==> config.mk <==
export PLATFORM = sky130hd
export DESIGN_NAME = ex_stage_flat
export DESIGN_NICKNAME = d
export VERILOG_FILES = /design/src/rtl/ex_stage_if.sv /design/src/rtl/ex_stage.sv /design/src/flat_wrapper.sv
export SDC_FILE = /design/constraint.sdc
export NUM_CORES = 2
export LEC_CHECK = 0
export CAP_MARGIN = 10
export CELL_PAD_IN_SITES_DETAIL_PLACEMENT = 0
export CELL_PAD_IN_SITES_GLOBAL_PLACEMENT = 1
export CORE_MARGIN = 1
export CORE_UTILIZATION = 44
export CTS_CLUSTER_DIAMETER = 40
export CTS_CLUSTER_SIZE = 40
export DETAILED_ROUTE_END_ITERATION = 8
export GPL_ROUTABILITY_DRIVEN = 0
export MAX_ROUTING_LAYER = met4
export PLACE_DENSITY_LB_ADDON = 0.1
export SLEW_MARGIN = 20
export SYNTH_ARGS = -nofsm -noshare
export SYNTH_HDL_FRONTEND = slang
export SYNTH_SLANG_ARGS = --single-unit
==> constraint.sdc <==
create_clock -name clk -period 5.35 [get_ports clk]
set_input_delay 0.535 -clock clk [delete_from_list [all_inputs] [get_ports clk]]
set_output_delay 0.535 -clock clk [all_outputs]
set_load 0.05 [all_outputs]
==> src/rtl/ex_stage_if.sv <==
// rtl/ex_stage_if.sv - ID/EX input fields and EX/MEM output fields of the execute stage
//
// Purpose: groups the operand, control and result buses around ex_stage.
//   slave  modport : used by ex_stage (consumes ID/EX fields, drives EX/MEM fields)
//   master modport : used by the ID/EX side / test harness (drives ID/EX, observes EX/MEM)
// Signals:
//   funct_in, shamt_in, operand_1_in, operand_2_in   operation and operands
//   mem_*_in, reg_write_*_in, current_pc_addr_in     controls passed through to EX/MEM
//   result_out                                       ALU result / memory address
//   mem_*_out, reg_write_*_out, current_pc_addr_out  pass-through copies

interface ex_stage_if;
    logic [5:0]  funct_in;
    logic [4:0]  shamt_in;
    logic [31:0] operand_1_in;
    logic [31:0] operand_2_in;
    logic        mem_read_flag_in;
    logic        mem_write_flag_in;
    logic        mem_sign_ext_flag_in;
    logic [3:0]  mem_sel_in;
    logic [31:0] mem_write_data_in;
    logic        reg_write_en_in;
    logic [4:0]  reg_write_addr_in;
    logic [31:0] current_pc_addr_in;

    logic [31:0] result_out;
    logic        mem_read_flag_out;
    logic        mem_write_flag_out;
    logic        mem_sign_ext_flag_out;
    logic [3:0]  mem_sel_out;
    logic [31:0] mem_write_data_out;
    logic        reg_write_en_out;
    logic [4:0]  reg_write_addr_out;
    logic [31:0] current_pc_addr_out;

    modport slave (
        input  funct_in, shamt_in, operand_1_in, operand_2_in,
               mem_read_flag_in, mem_write_flag_in, mem_sign_ext_flag_in,
               mem_sel_in, mem_write_data_in, reg_write_en_in,
               reg_write_addr_in, current_pc_addr_in,
        output result_out, mem_read_flag_out, mem_write_flag_out,
               mem_sign_ext_flag_out, mem_sel_out, mem_write_data_out,
               reg_write_en_out, reg_write_addr_out, current_pc_addr_out
    );

    modport master (
        output funct_in, shamt_in, operand_1_in, operand_2_in,
               mem_read_flag_in, mem_write_flag_in, mem_sign_ext_flag_in,
               mem_sel_in, mem_write_data_in, reg_write_en_in,
               reg_write_addr_in, current_pc_addr_in,
        input  result_out, mem_read_flag_out, mem_write_flag_out,
               mem_sign_ext_flag_out, mem_sel_out, mem_write_data_out,
               reg_write_en_out, reg_write_addr_out, current_pc_addr_out
    );
endinterface

==> src/rtl/ex_stage.sv <==
// rtl/ex_stage.sv - TinyMIPS execute stage: ALU, HI/LO and iterative multiply/divide
//
// Purpose: combinational ALU/shifter selected by funct, HI/LO registers written
// by MTHI/MTLO or by a 32-step multiply/divide unit, and pass-through of the
// memory and write-back controls to EX/MEM.
// Ports:
//   clk                  rising-edge clock
//   rst                  synchronous active-high reset
//   stall_current_stage  EX held by the controller; blocks HI/LO writes and muldiv retire
//   stall_request        EX occupied by an in-flight MULT/DIV
//   bus                  ex_stage_if.slave: ID/EX fields in, EX/MEM fields out

module ex_stage (
    input  logic       clk,
    input  logic       rst,
    input  logic       stall_current_stage,
    output logic       stall_request,
    ex_stage_if.slave  bus
);

    localparam logic [5:0] F_SLL   = 6'b000000;
    localparam logic [5:0] F_SRL   = 6'b000010;
    localparam logic [5:0] F_SRA   = 6'b000011;
    localparam logic [5:0] F_SLLV  = 6'b000100;
    localparam logic [5:0] F_SRLV  = 6'b000110;
    localparam logic [5:0] F_SRAV  = 6'b000111;
    localparam logic [5:0] F_MFHI  = 6'b010000;
    localparam logic [5:0] F_MTHI  = 6'b010001;
    localparam logic [5:0] F_MFLO  = 6'b010010;
    localparam logic [5:0] F_MTLO  = 6'b010011;
    localparam logic [5:0] F_MULT  = 6'b011000;
    localparam logic [5:0] F_MULTU = 6'b011001;
    localparam logic [5:0] F_DIV   = 6'b011010;
    localparam logic [5:0] F_DIVU  = 6'b011011;
    localparam logic [5:0] F_ADDU  = 6'b100001;
    localparam logic [5:0] F_SUBU  = 6'b100011;
    localparam logic [5:0] F_AND   = 6'b100100;
    localparam logic [5:0] F_OR    = 6'b100101;
    localparam logic [5:0] F_XOR   = 6'b100110;
    localparam logic [5:0] F_NOR   = 6'b100111;
    localparam logic [5:0] F_SLT   = 6'b101010;
    localparam logic [5:0] F_SLTU  = 6'b101011;

    typedef enum logic [1:0] {
        ST_IDLE = 2'd0,
        ST_BUSY = 2'd1,
        ST_DONE = 2'd2
    } md_state_e;

    md_state_e   state_q, state_d;
    logic [4:0]  cnt_q, cnt_d;
    logic [31:0] hi_q, hi_d;
    logic [31:0] lo_q, lo_d;
    // acc_hi/acc_lo form the 64-bit working register: partial product and
    // multiplier for MULT, partial remainder and dividend/quotient for DIV.
    logic [31:0] acc_hi_q, acc_hi_d;
    logic [31:0] acc_lo_q, acc_lo_d;
    logic [31:0] opb_q, opb_d;          // multiplicand or divisor magnitude
    logic [31:0] op1_raw_q, op1_raw_d;  // untouched dividend for divide-by-zero
    logic        is_div_q, is_div_d;
    logic        neg_res_q, neg_res_d;  // negate product / quotient
    logic        neg_rem_q, neg_rem_d;  // remainder follows dividend sign
    logic        div_zero_q, div_zero_d;

    logic        is_muldiv;
    logic        op_signed;
    logic        a_neg, b_neg;
    logic [31:0] a_mag, b_mag;

    logic [32:0] mul_sum;
    logic [32:0] rem_sh;
    logic        div_ge;
    logic [31:0] div_sub;

    logic [63:0] prod_fix;
    logic [31:0] quot_fix, rem_fix;

    logic [31:0] op1, op2;

    assign op1 = bus.operand_1_in;
    assign op2 = bus.operand_2_in;

    assign is_muldiv = (bus.funct_in == F_MULT) || (bus.funct_in == F_MULTU) ||
                       (bus.funct_in == F_DIV)  || (bus.funct_in == F_DIVU);
    assign op_signed = (bus.funct_in == F_MULT) || (bus.funct_in == F_DIV);
    assign a_neg     = op_signed & op1[31];
    assign b_neg     = op_signed & op2[31];
    assign a_mag     = a_neg ? (32'd0 - op1) : op1;
    assign b_mag     = b_neg ? (32'd0 - op2) : op2;

    // Shift-add step: add multiplicand when the multiplier LSB is set, then
    // shift the 65-bit {carry, acc_hi, acc_lo} right by one.
    assign mul_sum = {1'b0, acc_hi_q} + (acc_lo_q[0] ? {1'b0, opb_q} : 33'd0);

    // Restoring-divide step: shift the next dividend bit into the remainder
    // and subtract the divisor if it fits. The difference always fits in
    // 32 bits whenever the subtraction is taken.
    assign rem_sh  = {acc_hi_q, acc_lo_q[31]};
    assign div_ge  = (rem_sh >= {1'b0, opb_q});
    assign div_sub = rem_sh[31:0] - opb_q;

    assign prod_fix = neg_res_q ? (64'd0 - {acc_hi_q, acc_lo_q}) : {acc_hi_q, acc_lo_q};
    assign quot_fix = neg_res_q ? (32'd0 - acc_lo_q) : acc_lo_q;
    assign rem_fix  = neg_rem_q ? (32'd0 - acc_hi_q) : acc_hi_q;

    // Muldiv FSM and HI/LO next state
    always_comb begin
        state_d       = state_q;
        cnt_d         = cnt_q;
        hi_d          = hi_q;
        lo_d          = lo_q;
        acc_hi_d      = acc_hi_q;
        acc_lo_d      = acc_lo_q;
        opb_d         = opb_q;
        op1_raw_d     = op1_raw_q;
        is_div_d      = is_div_q;
        neg_res_d     = neg_res_q;
        neg_rem_d     = neg_rem_q;
        div_zero_d    = div_zero_q;
        stall_request = 1'b0;

        case (state_q)
            ST_IDLE: begin
                if (is_muldiv) begin
                    stall_request = 1'b1;
                    state_d       = ST_BUSY;
                    cnt_d         = 5'd0;
                    acc_hi_d      = 32'd0;
                    acc_lo_d      = a_mag;
                    opb_d         = b_mag;
                    op1_raw_d     = op1;
                    is_div_d      = (bus.funct_in == F_DIV) || (bus.funct_in == F_DIVU);
                    neg_res_d     = a_neg ^ b_neg;
                    neg_rem_d     = a_neg;
                    div_zero_d    = ((bus.funct_in == F_DIV) || (bus.funct_in == F_DIVU)) &&
                                    (op2 == 32'd0);
                end else if (!stall_current_stage) begin
                    if (bus.funct_in == F_MTHI) hi_d = op1;
                    if (bus.funct_in == F_MTLO) lo_d = op1;
                end
            end
            ST_BUSY: begin
                stall_request = 1'b1;
                if (is_div_q) begin
                    acc_hi_d = div_ge ? div_sub : rem_sh[31:0];
                    acc_lo_d = {acc_lo_q[30:0], div_ge};
                end else begin
                    acc_hi_d = mul_sum[32:1];
                    acc_lo_d = {mul_sum[0], acc_lo_q[31:1]};
                end
                cnt_d = cnt_q + 5'd1;
                if (cnt_q == 5'd31) state_d = ST_DONE;
            end
            ST_DONE: begin
                // Retire only when the controller releases EX; the funct still
                // on the bus here is the same muldiv and must not restart.
                if (!stall_current_stage) begin
                    state_d = ST_IDLE;
                    if (!is_div_q) begin
                        hi_d = prod_fix[63:32];
                        lo_d = prod_fix[31:0];
                    end else if (div_zero_q) begin
                        hi_d = op1_raw_q;
                        lo_d = 32'hFFFF_FFFF;
                    end else begin
                        hi_d = rem_fix;
                        lo_d = quot_fix;
                    end
                end
            end
            default: state_d = ST_IDLE;
        endcase
    end

    always_ff @(posedge clk) begin
        if (rst) begin
            state_q    <= ST_IDLE;
            cnt_q      <= 5'd0;
            hi_q       <= 32'd0;
            lo_q       <= 32'd0;
            acc_hi_q   <= 32'd0;
            acc_lo_q   <= 32'd0;
            opb_q      <= 32'd0;
            op1_raw_q  <= 32'd0;
            is_div_q   <= 1'b0;
            neg_res_q  <= 1'b0;
            neg_rem_q  <= 1'b0;
            div_zero_q <= 1'b0;
        end else begin
            state_q    <= state_d;
            cnt_q      <= cnt_d;
            hi_q       <= hi_d;
            lo_q       <= lo_d;
            acc_hi_q   <= acc_hi_d;
            acc_lo_q   <= acc_lo_d;
            opb_q      <= opb_d;
            op1_raw_q  <= op1_raw_d;
            is_div_q   <= is_div_d;
            neg_res_q  <= neg_res_d;
            neg_rem_q  <= neg_rem_d;
            div_zero_q <= div_zero_d;
        end
    end

    // Combinational ALU / shifter
    always_comb begin
        bus.result_out = 32'd0;
        case (bus.funct_in)
            F_ADDU:  bus.result_out = op1 + op2;
            F_SUBU:  bus.result_out = op1 - op2;
            F_AND:   bus.result_out = op1 & op2;
            F_OR:    bus.result_out = op1 | op2;
            F_XOR:   bus.result_out = op1 ^ op2;
            F_NOR:   bus.result_out = ~(op1 | op2);
            F_SLT:   bus.result_out = ($signed(op1) < $signed(op2)) ? 32'd1 : 32'd0;
            F_SLTU:  bus.result_out = (op1 < op2) ? 32'd1 : 32'd0;
            F_SLL:   bus.result_out = op2 << bus.shamt_in;
            F_SRL:   bus.result_out = op2 >> bus.shamt_in;
            F_SRA:   bus.result_out = $unsigned($signed(op2) >>> bus.shamt_in);
            F_SLLV:  bus.result_out = op2 << op1[4:0];
            F_SRLV:  bus.result_out = op2 >> op1[4:0];
            F_SRAV:  bus.result_out = $unsigned($signed(op2) >>> op1[4:0]);
            F_MFHI:  bus.result_out = hi_q;
            F_MFLO:  bus.result_out = lo_q;
            default: bus.result_out = 32'd0;
        endcase
    end

    assign bus.mem_read_flag_out     = bus.mem_read_flag_in;
    assign bus.mem_write_flag_out    = bus.mem_write_flag_in;
    assign bus.mem_sign_ext_flag_out = bus.mem_sign_ext_flag_in;
    assign bus.mem_sel_out           = bus.mem_sel_in;
    assign bus.mem_write_data_out    = bus.mem_write_data_in;
    assign bus.reg_write_en_out      = bus.reg_write_en_in;
    assign bus.reg_write_addr_out    = bus.reg_write_addr_in;
    assign bus.current_pc_addr_out   = bus.current_pc_addr_in;

endmodule
==> src/flat_wrapper.sv <==
// flat-port wrapper written by rule: the top's interface ports become plain ports
module ex_stage_flat 
  (clk, rst, stall_current_stage, stall_request, bus_funct_in, bus_shamt_in, bus_operand_1_in, bus_operand_2_in, bus_mem_read_flag_in, bus_mem_write_flag_in, bus_mem_sign_ext_flag_in, bus_mem_sel_in, bus_mem_write_data_in, bus_reg_write_en_in, bus_reg_write_addr_in, bus_current_pc_addr_in, bus_result_out, bus_mem_read_flag_out, bus_mem_write_flag_out, bus_mem_sign_ext_flag_out, bus_mem_sel_out, bus_mem_write_data_out, bus_reg_write_en_out, bus_reg_write_addr_out, bus_current_pc_addr_out);
  ex_stage_if bus_i ();
  input  logic clk;
  input  logic rst;
  input  logic stall_current_stage;
  output logic stall_request;
  input wire logic [$bits(bus_i.funct_in)-1:0] bus_funct_in;
  input wire logic [$bits(bus_i.shamt_in)-1:0] bus_shamt_in;
  input wire logic [$bits(bus_i.operand_1_in)-1:0] bus_operand_1_in;
  input wire logic [$bits(bus_i.operand_2_in)-1:0] bus_operand_2_in;
  input wire logic [$bits(bus_i.mem_read_flag_in)-1:0] bus_mem_read_flag_in;
  input wire logic [$bits(bus_i.mem_write_flag_in)-1:0] bus_mem_write_flag_in;
  input wire logic [$bits(bus_i.mem_sign_ext_flag_in)-1:0] bus_mem_sign_ext_flag_in;
  input wire logic [$bits(bus_i.mem_sel_in)-1:0] bus_mem_sel_in;
  input wire logic [$bits(bus_i.mem_write_data_in)-1:0] bus_mem_write_data_in;
  input wire logic [$bits(bus_i.reg_write_en_in)-1:0] bus_reg_write_en_in;
  input wire logic [$bits(bus_i.reg_write_addr_in)-1:0] bus_reg_write_addr_in;
  input wire logic [$bits(bus_i.current_pc_addr_in)-1:0] bus_current_pc_addr_in;
  output wire logic [$bits(bus_i.result_out)-1:0] bus_result_out;
  output wire logic [$bits(bus_i.mem_read_flag_out)-1:0] bus_mem_read_flag_out;
  output wire logic [$bits(bus_i.mem_write_flag_out)-1:0] bus_mem_write_flag_out;
  output wire logic [$bits(bus_i.mem_sign_ext_flag_out)-1:0] bus_mem_sign_ext_flag_out;
  output wire logic [$bits(bus_i.mem_sel_out)-1:0] bus_mem_sel_out;
  output wire logic [$bits(bus_i.mem_write_data_out)-1:0] bus_mem_write_data_out;
  output wire logic [$bits(bus_i.reg_write_en_out)-1:0] bus_reg_write_en_out;
  output wire logic [$bits(bus_i.reg_write_addr_out)-1:0] bus_reg_write_addr_out;
  output wire logic [$bits(bus_i.current_pc_addr_out)-1:0] bus_current_pc_addr_out;
  assign bus_i.funct_in = bus_funct_in;
  assign bus_i.shamt_in = bus_shamt_in;
  assign bus_i.operand_1_in = bus_operand_1_in;
  assign bus_i.operand_2_in = bus_operand_2_in;
  assign bus_i.mem_read_flag_in = bus_mem_read_flag_in;
  assign bus_i.mem_write_flag_in = bus_mem_write_flag_in;
  assign bus_i.mem_sign_ext_flag_in = bus_mem_sign_ext_flag_in;
  assign bus_i.mem_sel_in = bus_mem_sel_in;
  assign bus_i.mem_write_data_in = bus_mem_write_data_in;
  assign bus_i.reg_write_en_in = bus_reg_write_en_in;
  assign bus_i.reg_write_addr_in = bus_reg_write_addr_in;
  assign bus_i.current_pc_addr_in = bus_current_pc_addr_in;
  assign bus_result_out = bus_i.result_out;
  assign bus_mem_read_flag_out = bus_i.mem_read_flag_out;
  assign bus_mem_write_flag_out = bus_i.mem_write_flag_out;
  assign bus_mem_sign_ext_flag_out = bus_i.mem_sign_ext_flag_out;
  assign bus_mem_sel_out = bus_i.mem_sel_out;
  assign bus_mem_write_data_out = bus_i.mem_write_data_out;
  assign bus_reg_write_en_out = bus_i.reg_write_en_out;
  assign bus_reg_write_addr_out = bus_i.reg_write_addr_out;
  assign bus_current_pc_addr_out = bus_i.current_pc_addr_out;
  ex_stage u_core (.clk(clk), .rst(rst), .stall_current_stage(stall_current_stage), .stall_request(stall_request), .bus(bus_i));
endmodule
Yosys cells after proc, flatten, opt, wreduce, memory -nomap -nowiden:

Cells that the tools add are included.

* output and inout port bits: 110
* word-level logic and storage cells: 123
* flip-flop bits (word level): 203

* bitwise logic cells: 7
* order comparisons: 3
* shift-type cells: 6
* add/sub/neg operators: 10
* reductions and logical operators: 16
* equality and inequality tests: 31
* muxes and demuxes: 38

Operators by type and width (number)
* 32-bit 2-to-1 mux: 22
* 32-bit one-hot mux with 16 select lines: 1
* 32-bit one-hot mux with 2 select lines: 4
* 1-bit by 32-bit subtractor with 32-bit output (first input constant): 4
* 32-bit less-than comparator: 2
* 64-bit 2-to-1 mux: 1
* 32-bit by 5-bit left shift with 32-bit output: 2
* 32-bit by 5-bit >> shifter with 32-bit output: 2
* 32-bit by 5-bit >>> shifter with 32-bit output: 2
* 1-bit by 64-bit subtractor with 64-bit output (first input constant): 1
* 32-bit subtractor: 2
* 6-bit by 5-bit equality test with 1-bit output (second input constant): 8
* 6-bit equality test (second input constant): 8
* 32-bit by 33-bit adder with 33-bit output: 1
* 33-bit by 32-bit >= comparator with 1-bit output: 1
* 32-bit adder: 1
* 32-bit bitwise AND: 1
* 32-bit logical NOT: 1
* 32-bit inverter: 1
* 32-bit OR: 1
* 32-bit bitwise XOR: 1
* 6-bit by 3-bit equality test with 1-bit output (second input constant): 3
* 6-bit by 2-bit equality test with 1-bit output (second input constant): 2
* 5-bit one-hot mux with 2 select lines: 1
* other kinds (21): 38

Longest topological paths before layout:

* depth after elaboration: 6
* gate-level depth with buffers: 15

Worst setup path after synthesis:

OpenSTA, ideal clock, no wires.

* path type: in2out
* start point: input bus_operand_1_in[1]
* end point: output bus_result_out[27]
* cell stages on the path: 13
* buffers on the path: 1
* data arrival time: 4086 ps
* slack: 729 ps
* required time: 4815 ps
* cells stage by stage: clkbuf_1 -> inv_1 -> ha_1 -> o21bai_1 -> a21oi_1 -> o31a_1 -> nor4b_1 -> o2111a_1 -> a211oi_1 -> o41ai_1 -> nand2_1 -> o221a_2 -> a21oi_1

* longest elaborated chain between the ends: 2

RTL lines
* start: declaration: line flat_wrapper.sv:11 `input wire logic [$bits(bus_i.operand_1_in)-1:0] bus_operand_1_in;`
* 32-bit subtractor, or another cell as far along: line ex_stage.sv:210 `F_SUBU: bus.result_out = op1 - op2;`
* 32-bit one-hot mux with 16 select lines (*): line ex_stage.sv:208 `case (bus.funct_in)`
* end: declaration: line flat_wrapper.sv:21 `output wire logic [$bits(bus_i.result_out)-1:0] bus_result_out;`

Every way passes the cells marked *; elsewhere a longest branch is shown, timed or not.

Final worst setup path:

* start point: input bus_funct_in[3]
* end point: output bus_result_out[13]

* longest elaborated chain between the ends: 2

RTL lines
* start: declaration: line flat_wrapper.sv:9 `input wire logic [$bits(bus_i.funct_in)-1:0] bus_funct_in;`
* 6-bit by 5-bit equality test with 1-bit output, or another cell as far along: line ex_stage.sv:208
* 32-bit one-hot mux with 16 select lines (*): line ex_stage.sv:208

Marks and branches as above.

==> impl_metrics.ini <==
[synth]
synth-seq-cells = 203
synth-main-ff-cell = dfxtp_1
muxShareOfSynthArea_pct = 12.3
synth_top_cell_area_share_pct = 15.0
syn_nets = 4083
synth_warnings = 0
async_reset_ff_share_pct = 0
synth-adder-area-share_pct = 8.57
syn_area_per_cell_um2 = 7.23
synthXorXnorAreaFrac_pct = 6.73
syn_inst = 3745
synth_edf_count = 0
synth.largest_area_cell = dfxtp_1
ys_seq_area_share_pct = 15.0
synth_area_um2 = 27100
synth_top_family_by_area = compound AO/OA/AOI/OAI gates
yosys.area_share.simple_pct = 18.1
synth_compound_area_share_pct = 30.4
synth_area_leaders = dfxtp_1, ha_1, mux2i_1, a21oi_1, nand2_1
ys_types = 90

[critical_path]
reg2reg_to = u_core.acc_lo_q[0]
cp_max_fo = 7
cp_slowest_stage_delay_ns = 0.68
cp_cell_sequence = clkdlybuf4s50_1 > or4b_1 > o21ai_1 > o21a_1 > mux2i_1 > o21ai_0 > a22oi_2 > nand3_1 > a211oi_1 > o211ai_1 > a211o_1 > buf_4
timing.rr.start = u_core.acc_hi_q[15]
crit_type = in -> out
reg2reg_depth = 11
crit_slowest_cell = or4b_1
crit_required_ns = 4.82
cp-end-kind = output pin
arrival_ns = 4.83
r2r_slack_ns = 1.00
start_kind = primary input

[die]
fp.dieH_um = 250
dieArea_um2 = 62500
start_util_pct = 44.7
std_cell_rows = 90
io-pin-count = 265
die_w_um = 250
core-area_um2 = 60600

[global_routing]
antenna_found_initial = 6
grt_pass1_vias = 29348
grt_max_degree = 78
grt_first_pass_wirelength_um = 200000
grt.total_usage_pct = 44.3
overflow = 0

[clock_network]
cts_root_buffer = clkbuf_16
clkLatencyLatePin_ns = 0.58
cts_sinks = 203
numCtsBuffers = 43
cts_tree = yes
post_cts_buffers = 0
h-tree-depth = 2
clkTransAtPathRegs_ns = 0.05
clockBufferDepth = 3

[run_status]
violations = DRC, setup timing
outcome = finished, violations left

[layout]
finalNonFillerCells = 4564
utilization_pct = 51.0
nNetsFinal = 4081
area_growth_pct = 14.2
drive_gt1_share_pct = 12.5
nFillCells = 6024

[sta]
finalSetupTns_ns = -0.0186
slew_violations = 0
fin_ws_ns = -0.0120
fmax_mhz = 186
relSlewSlack_pct = 14.9
period_minus_slack_ns = 5.36
min_period_over_period_pct = 100
rsz0062_at_grt = false
worstMarginPinSlew_ns = 1.28
finalHoldViolCount = 0
fin_skew_ns = 0.0305
setup_viol = 2

[drt]
antenna_left = 0
wl_um = 140000
drc = 136
vias = 32070
wire_per_inst_um = 30.8
dr.first_iter.drc_count = 5472
routed_via_density = 7.03
dr.pass1.iters = 9

[worst_hold_path]
hold_depth = 2
hold_end = u_core.cnt_q[0]
min_from = rst
hold_class = in -> reg

[flow_run]
maxCapViolations = 0

[place]
dp_hpwl_um = 108000
place_inst = 4480
port_buffers = 110

[power]
power-per-cell-area_nw_per_um2 = 220
p_leak_nw = 12.4
vdd_drop_max_v = 0.000214
-- synthesized netlist by cell type, drive strengths merged (53+ instances only) --
cell type and instances:
mux2i 199, xnor2 169, a211oi 86, inv 153
buf 140, ha 179, nand2 401, dfxtp 203
nor3 57, clkbuf 255, a21oi 367, o21ai 238
nand3 69, o211ai 53, nor2 351
-- per-layer routing --
layer / global-route usage, % / wire (um)
met2: 59.7 / 54500
met5: - / 0
met3: 18.2 / 20900
met1: 55.4 / 55000
met4: 23.6 / 9940
-- report_power, final --
group / switching [mW] / leakage [nW] / internal (mW)
sequential: 0.0480 / 1.64 / 1.55
combinational: 1.55 / 10.0 / 0.801
clock: 0.991 / 0.730 / 1.86
-- metrics by stage --
step	total power [mW]	hold slack, ns	area [um2]	worst slack [ns]
3_5_place_dp	3.84	0.446	29300	-0.0922
6_report	6.80	0.321	30900	-0.0120
2_1_floorplan	3.10	0.425	27100	0.729
5_1_grt	6.97	0.347	30900	0.00188
3_3_place_gp	3.82	0.441	29300	0.0292
4_1_cts	6.70	0.303	30900	0.0107
-- worst max path at each step --
stage / slack [ns] / end / cells past startpoint / start
floorplan: 0.73 / bus_result_out[27] / 13 / bus_operand_1_in[1]
global placement: 0.03 / bus_result_out[0] / 14 / bus_operand_2_in[3]
detailed placement: -0.09 / bus_result_out[0] / 14 / bus_operand_2_in[3]
CTS: 0.01 / bus_result_out[18] / 12 / bus_funct_in[3]
global route: 0.002 / bus_result_out[0] / 14 / bus_operand_2_in[3]
finish: -0.01 / bus_result_out[13] / 12 / bus_funct_in[3]
-- critical path, delay by kind of cell --
| kind | cells | cell delay, ns |
|---|---|---|
| AOI/OAI and AO/OA | 7 | 2.28 |
| and+or+nand+nor | 2 | 0.91 |
| buffers and inverters | 2 | 0.77 |
| muxes | 1 | 0.31 |
-- logic make-up (layout without fill, tap and decap cells) --
family	count (synthesis)	count (layout)
compound gates	1244	1244
simple gates	1091	1091
buf+inv	550	583
mux	266	266
xor+xnor	208	208
flops	203	203
fa+ha+maj	183	183
other cells	0	4
-- flip-flops by register name (all words and copies together), names as in the netlist --
signal,count
u_core.state_q,2
u_core.neg_res_q,1
u_core.acc_hi_q,32
u_core.is_div_q,1
u_core.lo_q,32
u_core.neg_rem_q,1
u_core.div_zero_q,1
u_core.hi_q,32
u_core.opb_q,32
u_core.cnt_q,5
u_core.op1_raw_q,32
u_core.acc_lo_q,32
-- cell type report --
cell class / instances / area (um2) / share of cell area [%]
Timing Repair Buffer: 348 / 3030 / 9.80
Clock buffer: 52 / 1170 / 3.78
Clock inverter: 28 / 369 / 1.19
Inverter: 155 / 582 / 1.88
Antenna cell: 4 / 10.0 / 0.0324
Tap cell: 782 / 978 / 3.16
Sequential cell: 203 / 4070 / 13.2
Multi-Input combinational cell: 2992 / 20700 / 67.0
-- placed cells by master, fill, tap and decap left out, drive strengths merged, types with 52 or more instances in the layout --
cell type,Yosys,routed
o211ai,53,53
nor3,57,57
nand2,401,401
clkbuf,255,52
a21oi,367,367
xnor2,169,169
a211oi,86,86
nor2,351,351
mux2i,199,199
inv,153,156
clkdlybuf4s50,0,76
nand3,69,69
ha,179,179
buf,140,272
dfxtp,203,203
o21ai,238,238
-- timing repair --
action	in CTS	in global routing
resized for setup	2	8
hold buffers	0	0
endpoints found under the setup margin	2	7
Power figures use the tool's default switching activity.
